## src/rtl/rgb_to_hsv_pkg.sv

```systemverilog
// Shared types and constants for the RGB-to-HSV converter.
// Optional feature macro: RGB2HSV_FLOAT_OUT_EN (adds the FLT state and float latency).
package hsv_pkg;

    localparam int DIV_W_DEF = 16;
    localparam int HUE_K_DEF = 43;
    localparam int S_SCALE   = 255;

    localparam logic [7:0] BASE_R = 8'd0;
    localparam logic [7:0] BASE_G = 8'd85;
    localparam logic [7:0] BASE_B = 8'd171;

`ifdef RGB2HSV_FLOAT_OUT_EN
    localparam int LATENCY = 35;

    typedef enum logic [2:0] {
        IDLE, PREP, DIV_S, DIV_H, FLT, OUT
    } state_t;

    // value/256 as IEEE-754 single: exponent from the leading one, mantissa left-justified
    function automatic logic [31:0] u8ToFloat(input logic [7:0] x);
        logic [31:0] f;
        f = '0;
        for (int p = 0; p < 8; p++) begin
            if (x[p]) begin
                f[30:23] = 8'(119 + p);
                f[22:0]  = 23'(32'(x) << (23 - p));
            end
        end
        return f;
    endfunction
`else
    localparam int LATENCY = 34;

    typedef enum logic [2:0] {
        IDLE, PREP, DIV_S, DIV_H, OUT
    } state_t;
`endif

endpackage

```

## src/rtl/rgb_to_hsv_if.sv

```systemverilog
// Pixel-in / HSV-out handshake bundle; float outputs exist only with RGB2HSV_FLOAT_OUT_EN.
interface rgb_to_hsv_if;

    logic       in_valid;
    logic       in_ready;
    logic [7:0] r;
    logic [7:0] g;
    logic [7:0] b;
    logic       out_valid;
    logic       out_ready;
    logic [7:0] h;
    logic [7:0] s;
    logic [7:0] v;
`ifdef RGB2HSV_FLOAT_OUT_EN
    logic [31:0] h_f;
    logic [31:0] s_f;
    logic [31:0] v_f;
`endif

    modport master (
        output in_valid, r, g, b, out_ready,
        input  in_ready, out_valid, h, s, v
`ifdef RGB2HSV_FLOAT_OUT_EN
        , input h_f, s_f, v_f
`endif
    );

    modport slave (
        input  in_valid, r, g, b, out_ready,
        output in_ready, out_valid, h, s, v
`ifdef RGB2HSV_FLOAT_OUT_EN
        , output h_f, s_f, v_f
`endif
    );

endinterface

```

## src/rtl/rgb_to_hsv_divider.sv

```systemverilog
// Restoring divider, one quotient bit per cycle; the start cycle already resolves the first bit.
module seq_divider #(
    parameter int W     = 16,
    parameter int DVS_W = 8
) (
    input  logic             clk,
    input  logic             reset,
    input  logic             start,
    input  logic [W-1:0]     dividend,
    input  logic [DVS_W-1:0] divisor,
    output logic             busy,
    output logic             done,
    output logic [W-1:0]     quotient
);

    localparam int CW = $clog2(W) + 1;

    logic [DVS_W-1:0] r_rem;
    logic [W-1:0]     r_dq;
    logic [DVS_W-1:0] r_dvs;
    logic [CW-1:0]    r_count;
    logic             r_busy;
    logic             r_done;

    logic [DVS_W-1:0] w_remSrc;
    logic [W-1:0]     w_dqSrc;
    logic [DVS_W-1:0] w_dvsSrc;
    logic [DVS_W:0]   w_trial;
    logic             w_ge;
    logic [DVS_W-1:0] w_remNext;
    logic [W-1:0]     w_dqNext;

    // A zero divisor makes every trial succeed, so the quotient saturates to all-ones
    always_comb begin
        w_remSrc  = start ? '0 : r_rem;
        w_dqSrc   = start ? dividend : r_dq;
        w_dvsSrc  = start ? divisor : r_dvs;
        w_trial   = {w_remSrc, w_dqSrc[W-1]};
        w_ge      = (w_trial >= {1'b0, w_dvsSrc});
        w_remNext = w_ge ? DVS_W'(w_trial - {1'b0, w_dvsSrc}) : w_trial[DVS_W-1:0];
        w_dqNext  = {w_dqSrc[W-2:0], w_ge};
    end

    always_ff @(posedge clk) begin
        if (reset) begin
            r_rem   <= '0;
            r_dq    <= '0;
            r_dvs   <= '0;
            r_count <= '0;
            r_busy  <= 1'b0;
            r_done  <= 1'b0;
        end else begin
            r_done <= 1'b0;
            if (start) begin
                r_rem   <= w_remNext;
                r_dq    <= w_dqNext;
                r_dvs   <= divisor;
                r_count <= CW'(1);
                r_busy  <= 1'b1;
            end else if (r_busy) begin
                r_rem   <= w_remNext;
                r_dq    <= w_dqNext;
                r_count <= r_count + CW'(1);
                if (r_count == CW'(W - 1)) begin
                    r_busy <= 1'b0;
                    r_done <= 1'b1;
                end
            end
        end
    end

    assign busy     = r_busy;
    assign done     = r_done;
    assign quotient = r_dq;

endmodule

```

## src/rtl/rgb_to_hsv.sv

```systemverilog
// Iterative RGB-to-HSV converter sharing one divider for saturation and hue.
// Optional feature macro: RGB2HSV_FLOAT_OUT_EN (float h_f/s_f/v_f outputs, one extra cycle).
module rgb_to_hsv
    import hsv_pkg::*;
#(
    parameter int DIV_W = DIV_W_DEF,
    parameter int HUE_K = HUE_K_DEF
) (
    input  logic         clk,
    input  logic         reset,
    rgb_to_hsv_if.slave  bus
);

    state_t     r_state;
    logic       r_inReady;
    logic       r_outValid;
    logic [7:0] r_h;
    logic [7:0] r_s;
    logic [7:0] r_v;
    logic [7:0] r_rIn;
    logic [7:0] r_gIn;
    logic [7:0] r_bIn;
    logic [7:0] r_max;
    logic [7:0] r_delta;
    logic [7:0] r_base;
    logic [7:0] r_absDiff;
    logic       r_diffNeg;
    logic [7:0] r_sCalc;
    logic       r_divStart;
`ifdef RGB2HSV_FLOAT_OUT_EN
    logic [7:0]  r_hCalc;
    logic [31:0] r_hF;
    logic [31:0] r_sF;
    logic [31:0] r_vF;
`endif

    logic [7:0]       w_max;
    logic [7:0]       w_min;
    logic [7:0]       w_base;
    logic [7:0]       w_diffA;
    logic [7:0]       w_diffB;
    logic             w_diffNeg;
    logic [7:0]       w_absDiff;
    logic             w_divStart;
    logic [DIV_W-1:0] w_divDividend;
    logic [7:0]       w_divDivisor;
    logic             w_divBusy;
    logic             w_divDone;
    logic [DIV_W-1:0] w_divQuot;
    logic [7:0]       w_q8;
    logic [7:0]       w_hCalc;

    // Max tie priority is r, then g, then b; the sector diff follows the winning channel
    always_comb begin
        w_max   = r_bIn;
        w_base  = BASE_B;
        w_diffA = r_rIn;
        w_diffB = r_gIn;
        if (r_rIn >= r_gIn && r_rIn >= r_bIn) begin
            w_max   = r_rIn;
            w_base  = BASE_R;
            w_diffA = r_gIn;
            w_diffB = r_bIn;
        end else if (r_gIn >= r_bIn) begin
            w_max   = r_gIn;
            w_base  = BASE_G;
            w_diffA = r_bIn;
            w_diffB = r_rIn;
        end
        w_min = r_rIn;
        if (r_gIn < w_min) w_min = r_gIn;
        if (r_bIn < w_min) w_min = r_bIn;
        w_diffNeg = (w_diffA < w_diffB);
        w_absDiff = w_diffNeg ? (w_diffB - w_diffA) : (w_diffA - w_diffB);
    end

    // Second divide launches on the same edge the saturation quotient is taken
    assign w_divStart    = !w_divBusy && (r_divStart || (r_state == DIV_S && w_divDone));
    assign w_divDividend = r_divStart ? DIV_W'(S_SCALE * 32'(r_delta))
                                      : DIV_W'(HUE_K * 32'(r_absDiff));
    assign w_divDivisor  = r_divStart ? r_max : r_delta;

    seq_divider #(.W(DIV_W), .DVS_W(8)) u_div (
        .clk      (clk),
        .reset    (reset),
        .start    (w_divStart),
        .dividend (w_divDividend),
        .divisor  (w_divDivisor),
        .busy     (w_divBusy),
        .done     (w_divDone),
        .quotient (w_divQuot)
    );

    assign w_q8    = (|w_divQuot[DIV_W-1:8]) ? 8'hFF : w_divQuot[7:0];
    assign w_hCalc = (r_delta == 8'd0) ? 8'd0
                   : (r_diffNeg ? (r_base - w_q8) : (r_base + w_q8));

    always_ff @(posedge clk) begin
        if (reset) begin
            r_state    <= IDLE;
            r_inReady  <= 1'b1;
            r_outValid <= 1'b0;
            r_h        <= '0;
            r_s        <= '0;
            r_v        <= '0;
            r_rIn      <= '0;
            r_gIn      <= '0;
            r_bIn      <= '0;
            r_max      <= '0;
            r_delta    <= '0;
            r_base     <= '0;
            r_absDiff  <= '0;
            r_diffNeg  <= 1'b0;
            r_sCalc    <= '0;
            r_divStart <= 1'b0;
`ifdef RGB2HSV_FLOAT_OUT_EN
            r_hCalc    <= '0;
            r_hF       <= '0;
            r_sF       <= '0;
            r_vF       <= '0;
`endif
        end else begin
            case (r_state)
                IDLE: begin
                    if (bus.in_valid) begin
                        r_rIn     <= bus.r;
                        r_gIn     <= bus.g;
                        r_bIn     <= bus.b;
                        r_inReady <= 1'b0;
                        r_state   <= PREP;
                    end
                end
                PREP: begin
                    r_max      <= w_max;
                    r_delta    <= w_max - w_min;
                    r_base     <= w_base;
                    r_absDiff  <= w_absDiff;
                    r_diffNeg  <= w_diffNeg;
                    r_divStart <= 1'b1;
                    r_state    <= DIV_S;
                end
                DIV_S: begin
                    r_divStart <= 1'b0;
                    if (w_divDone) begin
                        r_sCalc <= (r_max == 8'd0 || r_delta == 8'd0) ? 8'd0 : w_q8;
                        r_state <= DIV_H;
                    end
                end
                DIV_H: begin
                    if (w_divDone) begin
`ifdef RGB2HSV_FLOAT_OUT_EN
                        r_hCalc <= w_hCalc;
                        r_state <= FLT;
`else
                        r_h        <= w_hCalc;
                        r_s        <= r_sCalc;
                        r_v        <= r_max;
                        r_outValid <= 1'b1;
                        r_state    <= OUT;
`endif
                    end
                end
`ifdef RGB2HSV_FLOAT_OUT_EN
                FLT: begin
                    r_h        <= r_hCalc;
                    r_s        <= r_sCalc;
                    r_v        <= r_max;
                    r_hF       <= u8ToFloat(r_hCalc);
                    r_sF       <= u8ToFloat(r_sCalc);
                    r_vF       <= u8ToFloat(r_max);
                    r_outValid <= 1'b1;
                    r_state    <= OUT;
                end
`endif
                OUT: begin
                    if (bus.out_ready) begin
                        r_outValid <= 1'b0;
                        r_inReady  <= 1'b1;
                        r_state    <= IDLE;
                    end
                end
                default: r_state <= IDLE;
            endcase
        end
    end

    assign bus.in_ready  = r_inReady;
    assign bus.out_valid = r_outValid;
    assign bus.h         = r_h;
    assign bus.s         = r_s;
    assign bus.v         = r_v;
`ifdef RGB2HSV_FLOAT_OUT_EN
    assign bus.h_f = r_hF;
    assign bus.s_f = r_sF;
    assign bus.v_f = r_vF;
`endif

endmodule
```

## src/flat_wrapper.sv

```systemverilog
// flat-port wrapper written by rule: the top's interface ports become plain ports
module rgb_to_hsv_flat import hsv_pkg::*;
#(
    parameter int DIV_W = DIV_W_DEF,
    parameter int HUE_K = HUE_K_DEF
)
  (clk, reset, bus_in_valid, bus_r, bus_g, bus_b, bus_out_ready, bus_in_ready, bus_out_valid, bus_h, bus_s, bus_v);
  rgb_to_hsv_if bus_i ();
  input  logic clk;
  input  logic reset;
  input wire logic [$bits(bus_i.in_valid)-1:0] bus_in_valid;
  input wire logic [$bits(bus_i.r)-1:0] bus_r;
  input wire logic [$bits(bus_i.g)-1:0] bus_g;
  input wire logic [$bits(bus_i.b)-1:0] bus_b;
  input wire logic [$bits(bus_i.out_ready)-1:0] bus_out_ready;
  output wire logic [$bits(bus_i.in_ready)-1:0] bus_in_ready;
  output wire logic [$bits(bus_i.out_valid)-1:0] bus_out_valid;
  output wire logic [$bits(bus_i.h)-1:0] bus_h;
  output wire logic [$bits(bus_i.s)-1:0] bus_s;
  output wire logic [$bits(bus_i.v)-1:0] bus_v;
  assign bus_i.in_valid = bus_in_valid;
  assign bus_i.r = bus_r;
  assign bus_i.g = bus_g;
  assign bus_i.b = bus_b;
  assign bus_i.out_ready = bus_out_ready;
  assign bus_in_ready = bus_i.in_ready;
  assign bus_out_valid = bus_i.out_valid;
  assign bus_h = bus_i.h;
  assign bus_s = bus_i.s;
  assign bus_v = bus_i.v;
  rgb_to_hsv #(.DIV_W(DIV_W), .HUE_K(HUE_K)) u_core (.clk(clk), .reset(reset), .bus(bus_i));
endmodule
```

## config.mk

```make
export PLATFORM = sky130hd
export DESIGN_NAME = rgb_to_hsv_flat
export DESIGN_NICKNAME = d
export VERILOG_FILES = /design/src/rtl/rgb_to_hsv_pkg.sv /design/src/rtl/rgb_to_hsv_if.sv /design/src/rtl/rgb_to_hsv_divider.sv /design/src/rtl/rgb_to_hsv.sv /design/src/flat_wrapper.sv
export SDC_FILE = /design/constraint.sdc
export NUM_CORES = 1
export LEC_CHECK = 0
export ABC_AREA = 1
export CAP_MARGIN = 15
export CELL_PAD_IN_SITES_DETAIL_PLACEMENT = 1
export CELL_PAD_IN_SITES_GLOBAL_PLACEMENT = 1
export CORE_ASPECT_RATIO = 0.5
export CORE_MARGIN = 2
export CORE_UTILIZATION = 46
export DETAILED_ROUTE_END_ITERATION = 16
export GPL_TIMING_DRIVEN = 0
export PLACE_DENSITY_LB_ADDON = 0.1
export SLEW_MARGIN = 10
export SYNTH_ARGS = -nofsm -noshare
export SYNTH_HDL_FRONTEND = slang
export SYNTH_SLANG_ARGS = --single-unit
```

## constraint.sdc

```tcl
create_clock -name clk -period 7.69 [get_ports clk]
set_clock_uncertainty 0.2 [all_clocks]
set_input_delay 1.1535 -clock clk [delete_from_list [all_inputs] [get_ports clk]]
set_output_delay 1.1535 -clock clk [all_outputs]
set_load 0.005 [all_outputs]
```

# Word level (Yosys, flattened, before mapping)
# Index checks and enable logic that the tools add are counted.
# word_totals
out_inout_bits	26
ff_bits	134
# op_classes
n_reduce_logical	22
bitwise	1
n_eq_ne	9
multipliers	2
add_sub_neg	7
magnitude_cmp	7
mux	43
# op_table
operator	count
two-way mux 8 bit	21
two-way mux 16 bit	4
subtractor 8 bit	5
greater-or-equal comparator 8 bit	3
less-than comparator 8 bit	3
zero test 8 bit	2
multiplier 8 x 8 -> 16 bit (first input constant)	1
case mux 3 bit (5 select lines)	1
multiplier 6 x 8 -> 14 bit (first input constant)	1
two-way mux 3 bit	4
two-way mux 1 bit	10
greater-or-equal comparator 9 x 8 -> 1 bit	1
adder 8 bit	1
inequality test 2 bit (second input constant)	4
nonzero test 2 bit	4
OR reduction 8 bit	1
equality test 3 x 2 -> 1 bit (second input constant)	2
case mux 1 bit (2 select lines)	3
AND reduction 2 bit	3
AND reduction 3 bit	2
adder 5 x 1 -> 5 bit (second input constant)	1
equality test 5 x 4 -> 1 bit (second input constant)	1
AND reduction 4 bit	1
equality test 3 x 1 -> 1 bit (second input constant)	1
8 further kinds	11

# Longest topological paths before layout
# logic_depth
ltp_word	9
ltp_mapped	35

# Hierarchy
# A second synthesis with hierarchy kept.
# hier_totals
cells_unflattened	1488
area_unflattened_um2	10840.4
# by_module_without_submodules
module	area_per_inst_um2	cells_per_inst	seq_area_each_um2	n_inst
rgb_to_hsv	8695.8	1169	1801.7	1
seq_divider	2144.6	319	780.7	1

# Worst setup path after synthesis
# Ideal clock, no wire load.
# synth_path
path_type	reg-to-reg
startpoint	register u_core.r_delta[5]
endpoint	register u_core.u_div.r_rem[1]
path_buffers	1
stages_incl_launch_ff	33
path_slack_ps	2039
period_less_slack_ps	5651
setup_ps	116
required_time_ps	7374
arrival_time_ps	5334
cell_sequence	dfxtp_1 > fa_1 > inv_1 > fa_1 > inv_1 > fa_1 > inv_1 > fa_1 > inv_1 > ha_1 > a21oi_1 > o21ai_0 > nand2_1 > o2111ai_1 > or2_2 > nand3_1 > o21ai_0 > inv_1 > ha_1 > inv_1 > a21oi_1 > o21ai_0 > nand2_1 > nand2_1 > nand2_1 > nand2_1 > a21oi_1 > nor2_1 > nor2_4 > buf_6 > o211ai_1 > o211ai_1 > inv_1
# synth_via
elab_chain_cells	7
word_cells_on_any_way	10
classes_between	add/sub: 1; mul: 1; order compare: 1; mux: 7
# synth_rtl
item	line	source
start, declared	rgb_to_hsv.sv:24	logic [7:0] r_delta;
start signal, assigned	rgb_to_hsv.sv:135	r_delta <= w_max - w_min;
multiplier 8 x 8 -> 16 bit	rgb_to_hsv.sv:79	assign w_divDividend = r_divStart ? DIV_W'(S_SCALE * 32'(r_delta))
two-way mux 16 bit	rgb_to_hsv.sv:79	
two-way mux 16 bit	rgb_to_hsv_divider.sv:36	w_dqSrc = start ? dividend : r_dq;
subtractor 8 bit / greater-or-equal comparator 9 x 8 -> 1 bit (equally long branches)	rgb_to_hsv_divider.sv:40, rgb_to_hsv_divider.sv:39	
two-way mux 8 bit *	rgb_to_hsv_divider.sv:40	w_remNext = w_ge ? DVS_W'(w_trial - {1'b0, w_dvsSrc}) : w_trial[DVS_W-1:0];
two-way mux 8 bit	rgb_to_hsv_divider.sv:60	end else if (r_busy) begin
two-way mux 8 bit *	rgb_to_hsv_divider.sv:54	if (start) begin
end signal, assigned	rgb_to_hsv_divider.sv:55	r_rem <= w_remNext;
end signal, assigned	rgb_to_hsv_divider.sv:61	r_rem <= w_remNext;
end, declared	rgb_to_hsv_divider.sv:18	logic [DVS_W-1:0] r_rem;
# Mark *: on every way between the ends. The rest lies on a longest branch, timed or not. The select of a mux whose other input is x is not followed.
# A chain may end at the register's enable or synchronous reset.

# Worst setup path in the final report
# layout_path
startpoint	register u_core.r_delta[2]
endpoint	register u_core.u_div.r_rem[1]
# Same word-level chain as after synthesis.

==> summary.json <==
{
  "synth_simple_gate_area_share_pct": 16.6,
  "cp.depth": 32,
  "areaGrowthSynthToFinish_pct": 15.1,
  "die_width_um": 218,
  "main_area_contributors_after_synthesis": "sky130_fd_sc_hd__dfxtp_1 24%, sky130_fd_sc_hd__ha_1 17%, sky130_fd_sc_hd__nand2_1 9.8%",
  "cp_slowest_cell": "sky130_fd_sc_hd__fa_1",
  "critPathLaunchType": "flip-flop",
  "maxSlewHeadroom_pct": 36.6,
  "hold_buffer_count_at_cts": 0,
  "end_of_the_worst_hold_path": "u_core.bus.h[0]",
  "combinational_family_with_the_most_area_after_synthesis": "adder cells",
  "boundaryPins": 54,
  "drc_errors": 0,
  "r2r_setup_slack_ns": 0.99,
  "finalCriticalPeriod_ns": 6.70,
  "synth_top_cell_by_area": "sky130_fd_sc_hd__dfxtp_1",
  "avgRoutedWirePerCell_um": 19.1,
  "yosys_most_used_dff": "sky130_fd_sc_hd__dfxtp_1",
  "synth_commonest_cells": "276 x sky130_fd_sc_hd__nand2_1, 246 x sky130_fd_sc_hd__inv_1, 160 x sky130_fd_sc_hd__a21oi_1",
  "crit_arrival_ns": 6.83,
  "adder_cell_share_of_the_synthesized_area_pct": 24.1,
  "final_layout_size_suffix_gt1_share_pct": 3.90,
  "syn_nets": 1664,
  "status": "finished, final reports clean",
  "wire_length_of_the_first_global_routing_pass_um": 57200,
  "grt_use_total_pct": 30.3,
  "cts.sinks": 129,
  "cts_tree": "done",
  "yosysSeqAreaShare_pct": 24.5,
  "maxCapViolCount": 0,
  "crit_fanout": 10,
  "worstReg2RegEnd": "u_core.u_div.r_rem[1]",
  "synth.mux.area_fraction_pct": 0.107,
  "final-seq-area_um2": 2580,
  "cts_htree_levels": 4,
  "initial_drt_markers": 640,
  "synth_top_cell_area_share_pct": 24.5,
  "share_of_the_synthesized_netlist_area_taken_by_xor_and_xnor_gates_pct": 3.32,
  "floorplan.initialDensity_pct": 46.6,
  "avgSynthCellArea_um2": 7.25,
  "multi_input_comb_area_um2": 6800,
  "drt_pass1_iterations": 5,
  "synth_cells": 1454,
  "layout.nets": 1736,
  "cpLargestDelayFamily": "adder cells",
  "fp.dieArea_um2": 24200,
  "post_cts.repair.setup_buffers": 0,
  "via_per_inst": 5.54,
  "crit_end_element": "flip-flop",
  "worst_slew_pin_slew_ns": 0.951,
  "gp_congestion": 0.912,
  "clock_slew_at_reported_path_ffs_ns": 0.06,
  "routed-via-count": 10200,
  "fp.coreArea_um2": 22600,
  "clk-insertion-delay-late_ns": 0.44,
  "worstPathRequired_ns": 7.82,
  "detail-route-antenna-nets": 0,
  "maximum_number_of_pins_on_one_net_before_global_route_repair": 17,
  "asyncSetResetFlopFracSynth_pct": 0,
  "worst_reg2reg_path_startpoint": "u_core.r_delta[2]",
  "die_height_um": 111,
  "finalSetupTns_ns": 0,
  "synth_enable_flop_cells": 0,
  "synth_compound_gate_area_share_pct": 20.4,
  "numCtsBuffers": 17,
  "r2r_cells": 32,
  "grt_antenna_before_repair": 2,
  "place.port_buffers": 53,
  "hpwl_um": 28500,
  "maxSlewViolCount": 0,
  "buffers_from_clock_root_to_sink_at_most": 2,
  "hold_viol_final": 0,
  "grt_remaining_overflow": 0,
  "timing.hold.worst_path_depth": 2,
  "cts_resized": 0,
  "critPathMaxStageDelay_ns": 0.62,
  "timing_worst_setup_path_type": "reg -> reg",
  "synth_area_um2": 10500,
  "worst_hold_check_path_type": "reg -> reg",
  "ys_warn_count": 0,
  "max_freq_ghz": 0.149,
  "setup_viol": 0,
  "rsz0062_at_grt": "no",
  "period_share_pct": 87.2,
  "timing.critical_path.mode_cell": "sky130_fd_sc_hd__inv_1",
  "hold_start": "u_core.bus.h[0]",
  "num-fill-cells": 2893,
  "largest_register_ff_count": 16,
  "num_rows": 39,
  "first_global_vias": 11000,
  "root_buffer": "sky130_fd_sc_hd__clkbuf_16",
  "ys_seq_elements": 129,
  "post_synth_num_cell_types": 44,
  "post-synth-top-count-cell": "sky130_fd_sc_hd__nand2_1",
  "cp_buf_inv_count": 7,
  "detail_route.wirelength_um": 35300
}
## cell type report
cell class | instances | share of cell area (%)
Multi-Input combinational cell | 1018 | 56.0
Sequential cell | 129 | 21.3
Inverter | 255 | 7.88
Timing Repair Buffer | 53 | 4.37
Clock buffer | 21 | 3.88
Tap cell | 307 | 3.16
Clock inverter | 10 | 1.69
Buffer | 52 | 1.69
Antenna cell | 1 | 0.0206
## worst max path at each step
stage	startpoint	end	slack (ns)
finish	u_core.r_delta[2]	u_core.u_div.r_rem[1]	0.99
global route	u_core.r_delta[2]	u_core.u_div.r_rem[1]	0.57
CTS	u_core.r_delta[2]	u_core.u_div.r_rem[1]	1.01
detailed placement	u_core.r_delta[2]	u_core.u_div.r_rem[1]	1.03
global placement	u_core.r_delta[2]	u_core.u_div.r_rem[1]	1.32
floorplan	u_core.r_delta[5]	u_core.u_div.r_rem[1]	2.04
## placed cells by master, fill, tap and decap left out, types with 3 or more instances in the layout
cell	instances
sky130_fd_sc_hd__nand3b_1	3
sky130_fd_sc_hd__a21oi_1	160
sky130_fd_sc_hd__o211ai_1	25
sky130_fd_sc_hd__a21o_1	5
sky130_fd_sc_hd__nand2_1	276
sky130_fd_sc_hd__xnor2_1	16
sky130_fd_sc_hd__o221ai_1	29
sky130_fd_sc_hd__o22ai_1	5
sky130_fd_sc_hd__xor2_1	24
sky130_fd_sc_hd__inv_2	7
sky130_fd_sc_hd__or2_2	10
sky130_fd_sc_hd__nand4_1	13
sky130_fd_sc_hd__fa_1	35
sky130_fd_sc_hd__o21ai_0	123
sky130_fd_sc_hd__inv_1	246
sky130_fd_sc_hd__clkbuf_1	49
sky130_fd_sc_hd__clkbuf_16	17
sky130_fd_sc_hd__nand3_1	41
sky130_fd_sc_hd__nor2_4	3
sky130_fd_sc_hd__o2111ai_1	4
sky130_fd_sc_hd__a31oi_1	3
sky130_fd_sc_hd__nor2_1	61
sky130_fd_sc_hd__nor3_1	5
sky130_fd_sc_hd__dfxtp_1	129
sky130_fd_sc_hd__a211oi_1	3
sky130_fd_sc_hd__clkbuf_8	3
sky130_fd_sc_hd__ha_1	147
sky130_fd_sc_hd__o31ai_1	6
sky130_fd_sc_hd__clkdlybuf4s50_1	53
sky130_fd_sc_hd__bufinv_16	6
sky130_fd_sc_hd__o21bai_1	4
## through the flow
stage	util (%)	setup WS [ns]	hold WS (ns)	instance area [µm²]	std cells
2_1_floorplan	-	2.04	0.238	10500	1454
3_3_place_gp	50.6	1.32	0.248	11500	1814
3_5_place_dp	50.6	1.03	0.256	11500	1814
4_1_cts	53.6	1.01	0.267	12100	1845
5_1_grt	53.6	0.569	0.300	12100	1845
6_report	53.6	0.988	0.267	12100	1846
## kinds of logic after synthesis
family / after synthesis
flops: 129
buf+inv: 307
fa+ha+maj: 182
simple gates: 419
compound gates: 376
mux: 1
xor+xnor: 40
## layer usage
metal	routed length, µm	up-vias	track usage (%)	part of all wire (%)
met5	0	-	0	0
met4	881	0	10.4	2.5
met3	1790	56	5.49	5.1
met2	16500	230	50.8	47
met1	16100	4986	39.3	46
li1	-	4954	-	-
## worst reg2reg max path: cells and delay by family (launching register included)
kind | cells | cell delay [ns]
DFF | 1 | 0.49
buffers and inverters | 7 | 0.75
adders and majority gates | 6 | 2.58
xor gates and xnor gates | 1 | 0.16
and+or+nand+nor | 9 | 1.01
AOI/OAI and AO/OA | 9 | 1.39
Power is not shown: default switching activity piles up to over one toggle a cycle in this logic, so the estimate is an artifact.
